### config.mk
export PLATFORM = sky130hd
export DESIGN_NAME = minmax_tracker
export DESIGN_NICKNAME = d
export VERILOG_FILES = /design/src/rtl/minmax_tracker.sv
export SDC_FILE = /design/constraint.sdc
export NUM_CORES = 1
export LEC_CHECK = 0
export BUFFER_PORTS_ARGS = -buffer_cell sky130_fd_sc_hd__buf_4
export CAP_MARGIN = 20
export CORE_ASPECT_RATIO = 2
export CORE_MARGIN = 2
export CORE_UTILIZATION = 28
export DETAILED_ROUTE_END_ITERATION = 6
export GPL_ROUTABILITY_DRIVEN = 1
export PLACE_DENSITY_LB_ADDON = 0.2
export SLEW_MARGIN = 10
export SYNTH_ARGS = -nofsm -noshare
export SYNTH_HDL_FRONTEND = slang
export SYNTH_SLANG_ARGS = --single-unit
### constraint.sdc
create_clock -name clk -period 6.6 [get_ports clk]
set_clock_uncertainty 0.1 [all_clocks]
set_input_delay 1.32 -clock clk [delete_from_list [all_inputs] [get_ports clk]]
set_output_delay 1.32 -clock clk [all_outputs]
set_load 0.005 [all_outputs]
### src/rtl/minmax_tracker.sv
// rtl/minmax_tracker.sv - per-frame running and completed min/max tracker
module minmax_tracker #(
    parameter int WIDTH     = 8,
    parameter int FRAME_LEN = 16,
    parameter int SIGNED    = 0
) (
    input  logic                               clk,
    input  logic                               rst,
    input  logic                               in_valid,
    input  logic [WIDTH-1:0]                   in_data,
    input  logic                               clear,
    output logic [WIDTH-1:0]                   run_min,
    output logic [WIDTH-1:0]                   run_max,
    output logic [WIDTH-1:0]                   frame_min,
    output logic [WIDTH-1:0]                   frame_max,
    output logic                               frame_valid,
    output logic [$clog2(FRAME_LEN+1)-1:0]     count,
    output logic                               busy,
    output logic [7:0]                         frame_cnt
);

    localparam int CW = $clog2(FRAME_LEN + 1);

    // Idle values are the identities of min/max so the first sample always wins.
    localparam logic [WIDTH-1:0] MIN_IDLE = (SIGNED != 0) ? {1'b0, {(WIDTH-1){1'b1}}} : {WIDTH{1'b1}};
    localparam logic [WIDTH-1:0] MAX_IDLE = (SIGNED != 0) ? {1'b1, {(WIDTH-1){1'b0}}} : {WIDTH{1'b0}};

    typedef enum logic {IDLE, TRACK} state_t;

    state_t             r_state;
    state_t             w_next_state;
    logic [WIDTH-1:0]   r_run_min;
    logic [WIDTH-1:0]   r_run_max;
    logic [WIDTH-1:0]   r_frame_min;
    logic [WIDTH-1:0]   r_frame_max;
    logic               r_frame_valid;
    logic [CW-1:0]      r_count;
    logic [7:0]         r_frame_cnt;

    logic               w_accept;
    logic               w_last;
    logic [WIDTH-1:0]   w_min;
    logic [WIDTH-1:0]   w_max;

    function automatic logic f_less(input logic [WIDTH-1:0] a, input logic [WIDTH-1:0] b);
        if (SIGNED != 0)
            return $signed(a) < $signed(b);
        else
            return a < b;
    endfunction

    assign w_accept = in_valid && !clear;
    assign w_last   = w_accept && (r_count == CW'(FRAME_LEN - 1));
    assign w_min    = (r_state == IDLE || f_less(in_data, r_run_min)) ? in_data : r_run_min;
    assign w_max    = (r_state == IDLE || f_less(r_run_max, in_data)) ? in_data : r_run_max;

    always_ff @(posedge clk or negedge rst) begin
        if (!rst)
            r_state <= IDLE;
        else
            r_state <= w_next_state;
    end

    always_comb begin
        w_next_state = r_state;
        if (clear)
            w_next_state = IDLE;
        else if (w_accept)
            w_next_state = w_last ? IDLE : TRACK;
    end

    always_ff @(posedge clk or negedge rst) begin
        if (!rst) begin
            r_run_min     <= MIN_IDLE;
            r_run_max     <= MAX_IDLE;
            r_frame_min   <= '0;
            r_frame_max   <= '0;
            r_frame_valid <= 1'b0;
            r_count       <= '0;
            r_frame_cnt   <= '0;
        end else begin
            r_frame_valid <= 1'b0;
            if (clear) begin
                r_count   <= '0;
                r_run_min <= MIN_IDLE;
                r_run_max <= MAX_IDLE;
            end else if (w_accept) begin
                if (w_last) begin
                    r_frame_min   <= w_min;
                    r_frame_max   <= w_max;
                    r_frame_valid <= 1'b1;
                    r_frame_cnt   <= r_frame_cnt + 8'd1;
                    r_count       <= '0;
                    r_run_min     <= MIN_IDLE;
                    r_run_max     <= MAX_IDLE;
                end else begin
                    r_run_min <= w_min;
                    r_run_max <= w_max;
                    r_count   <= r_count + CW'(1);
                end
            end
        end
    end

    always_comb begin
        run_min     = r_run_min;
        run_max     = r_run_max;
        frame_min   = r_frame_min;
        frame_max   = r_frame_max;
        frame_valid = r_frame_valid;
        count       = r_count;
        busy        = (r_state == TRACK);
        frame_cnt   = r_frame_cnt;
    end

endmodule

==> flow_metrics.py <==
metrics = {
    "placed_design": {
        "portBuffers": 58,
        "gp_congestion": 0.765,
        "place_ws_ns": 3.19,
        "dp.cells": 362,
        "hpwl_um": 4590,
    },
    "yosys": {
        "syn_area_um2": 2380,
        "ys_warn_count": 0,
        "synth_seq_area_share": 0.499,
        "syn_nets": 238,
        "synthFlopType": "dfrtp_1",
        "synth-seq-cells": 47,
        "synth_edf_count": 0,
        "synth_area_per_cell_um2": 11.3,
        "synth.distinct_cells": 37,
        "async_reset_ff_frac": 1.00,
        "synth_cells": 210,
    },
    "routing": {
        "vias_per_cell": 4.88,
        "ant_nets": 0,
        "route.detailed.drc": 0,
        "drtIter0Drc": 43,
        "drt_pass1_iterations": 4,
        "num_vias": 1805,
        "wire_per_inst_um": 16.6,
        "routed_wl_um": 6130,
    },
    "floorplanning": {
        "placementRows": 47,
        "dieArea_um2": 9290,
        "core_um2": 8290,
        "initial_core_util": 0.287,
        "die_y_um": 134,
        "fp.dieW_um": 69.2,
        "pin_count": 59,
    },
    "global_routing": {
        "antenna_found_initial": 0,
        "grt_max_degree": 48,
        "grt_overflow": 0,
        "grt_pass1_vias": 1955,
        "gr-usage-all-layers": 0.140,
        "grt_pass1_wl_um": 10100,
    },
    "timing": {
        "max_slew_margin": 0.547,
        "hold_ws_ns": 0.376,
        "period_share": 0.467,
        "tightestPinTransition_ns": 0.679,
        "fin_tns_setup_ns": 0,
        "rsz0062_at_grt": "no",
        "min_period_ns": 3.08,
        "setup_viol": 0,
        "finalHoldViolCount": 0,
        "slew_violations": 0,
        "worst_slack_ns": 3.52,
        "max_freq_mhz": 325,
    },
    "setup_path": {
        "cpPeakStageDelay_ns": 0.38,
        "cp_slowest_cell": "a2111o_1",
        "cp_top_family": "compound AO/OA/AOI/OAI gates",
        "cp-start-kind": "input pin",
        "crit_top_cell": "buf_4",
        "worstSetupEndpointType": "register",
        "cp_num_buf_inv": 3,
        "path_max_fanout": 8,
        "path_cells": "buf_4 -> inv_1 -> ha_1 -> a2111o_1 -> a31oi_1 -> buf_4 -> mux2i_1 -> a21oi_1",
        "critPathRequiredTime_ns": 6.67,
        "crit_type": "input pin to register",
        "cp_data_arrival_time_ns": 3.15,
    },
    "finish": {
        "layout-drive-gt1-share": 0.305,
        "multi_input_area_um2": 1100,
        "layout.area.seq_um2": 1190,
        "area_growth_pct": 28.8,
        "instances_no_fill": 370,
        "n_antenna_cell": 0,
        "nNetsFinal": 299,
        "fillers": 844,
    },
    "power_and_ir_drop": {
        "power_mw": 0.667,
        "powerDensity_nw_per_um2": 218,
        "leakage_nw": 1.59,
        "ir_worst_vdd_mv": 0.132,
    },
    "flow_run": {
        "drv_cap": 0,
    },
    "clock_network": {
        "cts_root_buf": "clkbuf_16",
        "clkTransAtPathRegs_ns": 0.07,
        "cts_made_buffers": 5,
        "cts-htree-levels": 2,
        "clock_latency_ns": 0.29,
        "cts_hold_buf": 0,
        "cts.repair.resized": 0,
        "clock_sinks": 47,
        "cts_buffer_depth": 2,
        "cts_tree": "yes",
        "post_cts_buffers": 0,
    },
    "run_status": {
        "status": "finished, final reports clean",
    },
    "hold_path": {
        "hold_path_class": "register to register",
    },
}
==> flip-flops by register name, indices dropped and copies added, names as in the netlist <==
signal,cells
frame_cnt,8
frame_max,8
frame_min,8
run_max,8
run_min,8
count,5
busy,1
frame_valid,1
==> final cells by class <==
| type | instances | share of cell area |
|---|---|---|
| flip-flops and latches | 47 | 0.387 |
| multi-input cells | 142 | 0.359 |
| repair buffers | 60 | 0.147 |
| clock buffers | 7 | 0.0465 |
| well taps | 98 | 0.0400 |
| inverters | 15 | 0.0184 |
| clock inverters | 1 | 0.00163 |
==> placed cells by master (no fill, tap or decap), types with 2 or more instances in the layout <==
| master | n |
|---|---|
| nand4_1 | 5 |
| a21oi_1 | 18 |
| nand2_1 | 6 |
| ha_1 | 16 |
| o22a_1 | 8 |
| nand2b_1 | 5 |
| dfstp_2 | 8 |
| nor2_1 | 20 |
| mux2i_1 | 16 |
| a31oi_1 | 3 |
| clkbuf_16 | 5 |
| a22o_1 | 9 |
| o21ai_0 | 4 |
| dfrtp_1 | 39 |
| nand3_1 | 5 |
| and3_1 | 2 |
| xor2_1 | 3 |
| inv_1 | 15 |
| buf_4 | 60 |
| xnor2_1 | 5 |
==> worst paths after layout <==
kind,startpoint,endpoint,slack (ns),depth (start not counted)
min,frame_cnt[7],frame_cnt[7],0.38,1
min in group asynchronous,rst,frame_min[5],0.94,1
max,in_data[1],frame_max[4],3.52,8
max reg2reg,run_min[6],frame_min[0],4.14,7
min reg2reg,frame_cnt[7],frame_cnt[7],0.38,1
max in group asynchronous,rst,frame_max[2],5.01,1
==> synthesized netlist by cell type, types with 2 or more instances <==
library cell   n  area share
o21ai_0        4      0.0084
nand3_1        5       0.011
mux2i_1       16       0.067
a21oi_1       18       0.038
a22o_1         9       0.033
nand4_1        5       0.013
dfrtp_1       39        0.41
and3_1         2      0.0053
buf_1          3      0.0047
xor2_1         3       0.011
nand2_1        6      0.0095
dfstp_2        8       0.088
ha_1          16       0.084
a31oi_1        3      0.0079
inv_1         15       0.024
xnor2_1        5       0.018
o22a_1         8       0.029
nand2b_1       5       0.013
buf_6          2      0.0095
nor2_1        21       0.033
==> cells by family after synthesis <==
family	share of synthesized area
AOI/OAI and AO/OA	0.172
and+or+nand+nor	0.105
DFF	0.499
buffers and inverters	0.0394
muxes	0.0721
adders and majority gates	0.0842
xor gates and xnor gates	0.0295
==> routing by layer <==
metal,GRT usage,vias to the layer above,wire [um]
li1,-,879,-
met1,0.149,881,2290
met2,0.264,38,3510
met3,0.0255,7,211
met4,0.0556,0,110
met5,0,-,0
==> report_power, final <==
group | total [mW] | switching (mW) | internal [mW] | leakage [nW]
clock network | 0.255 | 0.104 | 0.150 | 0.0739
logic | 0.0956 | 0.0487 | 0.0468 | 0.912
registers | 0.317 | 0.0129 | 0.304 | 0.605
total | 0.667 | 0.166 | 0.501 | 1.59
==> metrics by stage <==
stage	util	area, um^2
detailed placement	0.352	2920
global route	0.370	3060
CTS	0.370	3060
floorplan	-	2380
finish	0.370	3060
global placement	0.352	2920
Note: power is estimated with default switching activity, not from simulation.
